`src/rtl/axil_cmd_master_if.sv`:
```
// AXI4-Lite bus bundle between a single-outstanding command master and a register-file slave.
interface axil_cmd_master_if;
  logic [31:0] awaddr;
  logic        awvalid;
  logic [2:0]  awprot;
  logic        awready;
  logic [31:0] wdata;
  logic [3:0]  wstrb;
  logic        wvalid;
  logic        wready;
  logic [1:0]  bresp;
  logic        bvalid;
  logic        bready;
  logic [31:0] araddr;
  logic        arvalid;
  logic [2:0]  arprot;
  logic        arready;
  logic [31:0] rdata;
  logic [1:0]  rresp;
  logic        rvalid;
  logic        rready;

  modport master (
    output awaddr, awvalid, awprot, wdata, wstrb, wvalid, bready,
           araddr, arvalid, arprot, rready,
    input  awready, wready, bresp, bvalid, arready, rdata, rresp, rvalid
  );

  modport slave (
    input  awaddr, awvalid, awprot, wdata, wstrb, wvalid, bready,
           araddr, arvalid, arprot, rready,
    output awready, wready, bresp, bvalid, arready, rdata, rresp, rvalid
  );
endinterface

```
`src/rtl/axil_cmd_master.sv`:
```
// Single-outstanding AXI4-Lite master: turns one-cycle read/write pulses into bus
// transactions and reports response, read data and a watchdog timeout.
module axil_cmd_master #(
  parameter int unsigned TIMEOUT_CYCLES = 1024
) (
  input  logic                clk,
  input  logic                reset,
  input  logic                cmd_write,
  input  logic                cmd_read,
  input  logic [31:0]         cmd_addr,
  input  logic [31:0]         cmd_wdata,
  output logic                idle,
  output logic                done,
  output logic [1:0]          resp,
  output logic [31:0]         rdata,
  output logic                timed_out,
  axil_cmd_master_if.master   m_axi
);

  localparam int DATA_W = 32;
  localparam logic [1:0] RESP_SLVERR = 2'b10;

  typedef enum logic [2:0] {
    IDLE,
    WR_AW_W,
    WR_B,
    RD_AR,
    RD_R,
    HUNG
  } state_t;

  state_t              state;
  logic [DATA_W-1:0]   awaddr_q;
  logic [DATA_W-1:0]   wdata_q;
  logic [DATA_W-1:0]   araddr_q;
  logic                awvalid_q;
  logic                wvalid_q;
  logic                bready_q;
  logic                arvalid_q;
  logic                rready_q;
  logic [31:0]         wd_cnt;
  logic [31:0]         wd_next;
  logic                wd_hit;
  logic                aw_ok;
  logic                w_ok;
  logic                b_fire;
  logic                ar_fire;
  logic                r_fire;

  assign m_axi.awaddr  = awaddr_q;
  assign m_axi.awvalid = awvalid_q;
  assign m_axi.awprot  = 3'b000;
  assign m_axi.wdata   = wdata_q;
  assign m_axi.wstrb   = 4'hF;
  assign m_axi.wvalid  = wvalid_q;
  assign m_axi.bready  = bready_q;
  assign m_axi.araddr  = araddr_q;
  assign m_axi.arvalid = arvalid_q;
  assign m_axi.arprot  = 3'b000;
  assign m_axi.rready  = rready_q;

  // A channel counts as finished once its VALID has dropped or is handshaking now.
  assign aw_ok   = !awvalid_q || m_axi.awready;
  assign w_ok    = !wvalid_q  || m_axi.wready;
  assign b_fire  = bready_q  && m_axi.bvalid;
  assign ar_fire = arvalid_q && m_axi.arready;
  assign r_fire  = rready_q  && m_axi.rvalid;

  // The timeout takes effect on the same edge the count becomes TIMEOUT_CYCLES;
  // any completing handshake on that edge takes priority over it.
  assign wd_next = wd_cnt + 32'd1;
  assign wd_hit  = (TIMEOUT_CYCLES != 0) && (wd_next == TIMEOUT_CYCLES);

  always_ff @(posedge clk or posedge reset) begin
    if (reset) begin
      state     <= IDLE;
      idle      <= 1'b1;
      done      <= 1'b0;
      resp      <= 2'b00;
      rdata     <= '0;
      timed_out <= 1'b0;
      awaddr_q  <= '0;
      wdata_q   <= '0;
      araddr_q  <= '0;
      awvalid_q <= 1'b0;
      wvalid_q  <= 1'b0;
      bready_q  <= 1'b0;
      arvalid_q <= 1'b0;
      rready_q  <= 1'b0;
      wd_cnt    <= '0;
    end else begin
      done <= 1'b0;
      if (state != IDLE) wd_cnt <= wd_next;

      unique case (state)
        IDLE: begin
          if (cmd_write) begin
            awaddr_q  <= cmd_addr;
            wdata_q   <= cmd_wdata;
            awvalid_q <= 1'b1;
            wvalid_q  <= 1'b1;
            wd_cnt    <= '0;
            idle      <= 1'b0;
            state     <= WR_AW_W;
          end else if (cmd_read) begin
            araddr_q  <= cmd_addr;
            arvalid_q <= 1'b1;
            wd_cnt    <= '0;
            idle      <= 1'b0;
            state     <= RD_AR;
          end
        end

        WR_AW_W: begin
          if (awvalid_q && m_axi.awready) awvalid_q <= 1'b0;
          if (wvalid_q && m_axi.wready)   wvalid_q  <= 1'b0;
          if (aw_ok && w_ok) begin
            bready_q <= 1'b1;
            state    <= WR_B;
          end else if (wd_hit) begin
            timed_out <= 1'b1;
            done      <= 1'b1;
            resp      <= RESP_SLVERR;
            state     <= HUNG;
          end
        end

        WR_B: begin
          if (b_fire) begin
            bready_q <= 1'b0;
            resp     <= m_axi.bresp;
            done     <= 1'b1;
            idle     <= 1'b1;
            state    <= IDLE;
          end else if (wd_hit) begin
            timed_out <= 1'b1;
            done      <= 1'b1;
            resp      <= RESP_SLVERR;
            state     <= HUNG;
          end
        end

        RD_AR: begin
          if (ar_fire) begin
            arvalid_q <= 1'b0;
            rready_q  <= 1'b1;
            state     <= RD_R;
          end else if (wd_hit) begin
            timed_out <= 1'b1;
            done      <= 1'b1;
            resp      <= RESP_SLVERR;
            state     <= HUNG;
          end
        end

        RD_R: begin
          if (r_fire) begin
            rready_q <= 1'b0;
            rdata    <= m_axi.rdata;
            resp     <= m_axi.rresp;
            done     <= 1'b1;
            idle     <= 1'b1;
            state    <= IDLE;
          end else if (wd_hit) begin
            timed_out <= 1'b1;
            done      <= 1'b1;
            resp      <= RESP_SLVERR;
            state     <= HUNG;
          end
        end

        // Outstanding VALID/READY stay as they were; only reset leaves this state.
        HUNG: state <= HUNG;

        default: begin
          idle  <= 1'b1;
          state <= IDLE;
        end
      endcase
    end
  end

endmodule

```
`src/flat_wrapper.sv`:
```
// flat-port wrapper written by rule: the top's interface ports become plain ports
module axil_cmd_master_flat 
#(
  parameter int unsigned TIMEOUT_CYCLES = 1024
)
  (clk, reset, cmd_write, cmd_read, cmd_addr, cmd_wdata, idle, done, resp, rdata, timed_out, m_axi_awaddr, m_axi_awvalid, m_axi_awprot, m_axi_wdata, m_axi_wstrb, m_axi_wvalid, m_axi_bready, m_axi_araddr, m_axi_arvalid, m_axi_arprot, m_axi_rready, m_axi_awready, m_axi_wready, m_axi_bresp, m_axi_bvalid, m_axi_arready, m_axi_rdata, m_axi_rresp, m_axi_rvalid);
  axil_cmd_master_if m_axi_i ();
  input  logic clk;
  input  logic reset;
  input  logic cmd_write;
  input  logic cmd_read;
  input  logic [31:0] cmd_addr;
  input  logic [31:0] cmd_wdata;
  output logic idle;
  output logic done;
  output logic [1:0] resp;
  output logic [31:0] rdata;
  output logic timed_out;
  output wire logic [$bits(m_axi_i.awaddr)-1:0] m_axi_awaddr;
  output wire logic [$bits(m_axi_i.awvalid)-1:0] m_axi_awvalid;
  output wire logic [$bits(m_axi_i.awprot)-1:0] m_axi_awprot;
  output wire logic [$bits(m_axi_i.wdata)-1:0] m_axi_wdata;
  output wire logic [$bits(m_axi_i.wstrb)-1:0] m_axi_wstrb;
  output wire logic [$bits(m_axi_i.wvalid)-1:0] m_axi_wvalid;
  output wire logic [$bits(m_axi_i.bready)-1:0] m_axi_bready;
  output wire logic [$bits(m_axi_i.araddr)-1:0] m_axi_araddr;
  output wire logic [$bits(m_axi_i.arvalid)-1:0] m_axi_arvalid;
  output wire logic [$bits(m_axi_i.arprot)-1:0] m_axi_arprot;
  output wire logic [$bits(m_axi_i.rready)-1:0] m_axi_rready;
  input wire logic [$bits(m_axi_i.awready)-1:0] m_axi_awready;
  input wire logic [$bits(m_axi_i.wready)-1:0] m_axi_wready;
  input wire logic [$bits(m_axi_i.bresp)-1:0] m_axi_bresp;
  input wire logic [$bits(m_axi_i.bvalid)-1:0] m_axi_bvalid;
  input wire logic [$bits(m_axi_i.arready)-1:0] m_axi_arready;
  input wire logic [$bits(m_axi_i.rdata)-1:0] m_axi_rdata;
  input wire logic [$bits(m_axi_i.rresp)-1:0] m_axi_rresp;
  input wire logic [$bits(m_axi_i.rvalid)-1:0] m_axi_rvalid;
  assign m_axi_awaddr = m_axi_i.awaddr;
  assign m_axi_awvalid = m_axi_i.awvalid;
  assign m_axi_awprot = m_axi_i.awprot;
  assign m_axi_wdata = m_axi_i.wdata;
  assign m_axi_wstrb = m_axi_i.wstrb;
  assign m_axi_wvalid = m_axi_i.wvalid;
  assign m_axi_bready = m_axi_i.bready;
  assign m_axi_araddr = m_axi_i.araddr;
  assign m_axi_arvalid = m_axi_i.arvalid;
  assign m_axi_arprot = m_axi_i.arprot;
  assign m_axi_rready = m_axi_i.rready;
  assign m_axi_i.awready = m_axi_awready;
  assign m_axi_i.wready = m_axi_wready;
  assign m_axi_i.bresp = m_axi_bresp;
  assign m_axi_i.bvalid = m_axi_bvalid;
  assign m_axi_i.arready = m_axi_arready;
  assign m_axi_i.rdata = m_axi_rdata;
  assign m_axi_i.rresp = m_axi_rresp;
  assign m_axi_i.rvalid = m_axi_rvalid;
  axil_cmd_master #(.TIMEOUT_CYCLES(TIMEOUT_CYCLES)) u_core (.clk(clk), .reset(reset), .cmd_write(cmd_write), .cmd_read(cmd_read), .cmd_addr(cmd_addr), .cmd_wdata(cmd_wdata), .idle(idle), .done(done), .resp(resp), .rdata(rdata), .timed_out(timed_out), .m_axi(m_axi_i));
endmodule
```
`config.mk`:
```
export PLATFORM = sky130hd
export DESIGN_NAME = axil_cmd_master_flat
export DESIGN_NICKNAME = d
export VERILOG_FILES = /design/src/rtl/axil_cmd_master_if.sv /design/src/rtl/axil_cmd_master.sv /design/src/flat_wrapper.sv
export SDC_FILE = /design/constraint.sdc
export NUM_CORES = 1
export LEC_CHECK = 0
export CAP_MARGIN = 15
export CORE_ASPECT_RATIO = 0.5
export CORE_MARGIN = 2
export CORE_UTILIZATION = 25
export DETAILED_ROUTE_END_ITERATION = 8
export DONT_BUFFER_PORTS = 1
export GPL_ROUTABILITY_DRIVEN = 0
export HOLD_SLACK_MARGIN = 0.03
export SYNTH_ARGS = -nofsm -noshare
export SYNTH_HDL_FRONTEND = slang
export SYNTH_SLANG_ARGS = --single-unit
```
`constraint.sdc`:
```
create_clock -name clk -period 13.9 [get_ports clk]
set_clock_uncertainty 0.15 [all_clocks]
set_input_delay 2.085 -clock clk [delete_from_list [all_inputs] [get_ports clk]]
set_output_delay 2.085 -clock clk [all_outputs]
set_load 0.005 [all_outputs]
```
==> results.toml <==
[status]
status = "finished clean"

[power_and_ir_drop]
p_sw_uw = 614
p_clk_share_pct = 27.3
internal_power_uw = 1130
swShare_pct = 35.1
power_density_nw_per_um2 = 196
power_frac_seq_pct = 49.5
comb_power_share_pct = 23.2
peakVddDrop_uv = 87.5
p_leak_uw = 0.00363

[timing]
min_period_ps = 3450
setup_violations = 0
rsz0062_at_grt = "no"
max_slew_margin_pct = 20.9
finalMaxSlewViolations = 0
tightest_slew_ps = 1180
finalSetupTns_ps = 0
post-route-period-util_pct = 24.8
hold_viol_final = 0
fmaxAchievable_mhz = 290

[routing]
antenna_left = 0
drtIter0Drc = 360
route.vias.total = 5335
drc = 0
wl_per_cell_um = 18.1
vias_per_cell = 4.87
dr.pass1.iters = 7
wirelength_mm = 19.8

[cts]
h-tree-depth = 4
cts_buffers = 17
cts.sinks = 173
clk_latency_ps = 420
cts_tree = "yes"
holdBufCountCts = 0
clk_pin_slew_worst_paths_ps = 70
root_buffer = "clkbuf_16"
post_cts_resize_count = 0
ctsLongestPathBuffers = 2
cts_setup_buffers = 0

[synthesis]
synth_area_um2 = 8010
yosysTopAreaCell = "dfrtp_1"
synth_area_leaders = "dfrtp_1, mux2_2, o21ai_0"
avgSynthCellArea_um2 = 11.9
yosysMostFrequentCell = "dfrtp_1"
synth_cell_types = 65
synthArstFlopShare_pct = 100
ys.flop_type = "dfrtp_1"
synth_cells = 671
synth_top_area_share_pct = 53.7
synth_common_cells = "dfrtp_1, mux2_2, nand2_1"
ys_warn_count = 0
synth-seq-area-share_pct = 54.1
ys_ff_latch = 173
synth_edf_count = 0

[global_routing]
grt_pass1_wl_mm = 29.8
antenna_found_initial = 0
grt_pass1_vias = 5113
grt.total_usage_pct = 11.2
grt_start_max_net_pins = 103
overflow = 0

[layout]
fin_nets = 761
num_antenna_cells = 0
instances_no_fill = 1096
drive_gt1_share_pct = 28.5
syn2layout_area_growth_pct = 11.2

[worst_setup_path]
cp-start-kind = "primary input"
rrSetupSlack_ps = 10480
path_class = "primary input to flop"
critPathArrivalTime_ps = 3600
cpPeakStageDelay_ps = 590
crit_chain = "and2_2, buf_4, mux2_2"
required_ps = 14060
crit_slowest_cell = "buf_4"
critPathMaxFanout = 45
cp-end-kind = "flop"

[placement]
io_buffers = 0
dp.cells = 1064
dp_hpwl_mm = 14.3

[floorplanning]
ioPinCount = 257
die_h_um = 131
die-area_um2 = 33600
die_w_um = 257
rows = 46
start_util_pct = 25.3
core_um2 = 31600

[hold_path]
min_path_type = "flop to flop"

[flow_run]
cap_violations = 0
-- power by group through the flow --
stage	Clock [µW]	Combinational [µW]	Sequential, µW
final	478	405	865
after global routing	511	449	882
after CTS	488	410	868
after detailed placement	0	410	876
after global placement	0	390	873
after floorplan	0	358	792
-- state kept, by name, summed over array words and instances (netlist names) --
| name | flops |
|---|---|
| u_core.m_axi.araddr | 32 |
| u_core.m_axi.awaddr | 32 |
| u_core.m_axi.wdata | 32 |
| u_core.rdata | 32 |
| u_core.wd_cnt | 32 |
| u_core.state | 3 |
| u_core.resp | 2 |
| u_core.done | 1 |
| u_core.idle | 1 |
| u_core.m_axi.arvalid | 1 |
| u_core.m_axi.awvalid | 1 |
| u_core.m_axi.bready | 1 |
| u_core.m_axi.rready | 1 |
| u_core.m_axi.wvalid | 1 |
| u_core.timed_out | 1 |
-- routing by layer --
layer / track usage [%] / part of all wire (%) / vias up
li1: - / - / 2395
met1: 13.1 / 40 / 2769
met2: 20.2 / 54 / 145
met3: 2.91 / 4.6 / 26
met4: 3.76 / 1.8 / 0
met5: 0 / 0 / -
-- per-stage QoR --
step / hold WS [ps] / cell area, µm² / total power [µW] / setup WS [ps] / util, %
finish: 389 / 8900 / 1750 / 10450 / 28.2
global route: 409 / 8900 / 1840 / 10220 / 28.2
CTS: 394 / 8900 / 1770 / 10460 / 28.2
detailed placement: 377 / 8300 / 1290 / 10000 / 26.3
global placement: 371 / 8300 / 1260 / 10040 / 26.3
floorplan: 309 / 8040 / 1150 / 6980 / -
-- critical path: cells and delay by family --
kind | cells | cell delay, ps
mux | 1 | 410
simple gates | 1 | 470
buf+inv | 1 | 590
-- cell type report --
class                           count  area (µm²)
Multi-Input combinational cell    449        3370
Fill cell                        3213       22700
Clock inverter                     15         174
Clock buffer                       17         425
Sequential cell                   173        4330
Inverter                            5        23.8
Tap cell                          432         541
Timing Repair Buffer                5        37.5
-- final timing paths --
kind / startpoint / end / depth (start not counted)
worst max-delay path: cmd_write / u_core.m_axi.awaddr[29]$_DFFE_PP0P_ / 3
worst min-delay path: u_core.m_axi.wdata[14]$_DFFE_PP0P_ / u_core.m_axi.wdata[14]$_DFFE_PP0P_ / 1
worst max register to register: u_core.state[1]$_DFFE_PP0N_ / u_core.wd_cnt[23]$_DFF_PP0_ / 5
worst min register to register: u_core.m_axi.wdata[14]$_DFFE_PP0P_ / u_core.m_axi.wdata[14]$_DFFE_PP0P_ / 1
max in group asynchronous: reset / u_core.m_axi.wdata[8]$_DFFE_PP0P_ / 2
min in group asynchronous: reset / u_core.m_axi.awaddr[9]$_DFFE_PP0P_ / 1
-- cells in the final DEF (no fill, tap or decap), types with 14 or more instances in the layout --
master | netlist | final
nand3_1 | 15 | 15
o21ai_0 | 52 | 52
dfrtp_1 | 172 | 172
nand4_1 | 19 | 19
a21oi_1 | 14 | 14
nor2_1 | 22 | 21
mux2_2 | 128 | 128
clkbuf_16 | 0 | 17
nand2_1 | 60 | 60
-- cells by family after synthesis --
kind of cell    Yosys count  synth area share (%)
compound gates          122                  9.84
xor+xnor                 11                  1.20
fa+ha+maj                 1                 0.156
buf+inv                  57                  4.37
flops                   173                  54.1
mux                     129                  18.1
other cells               2                0.0938
simple gates            176                  12.1
No activity file was read; power rests on OpenSTA's default activity.
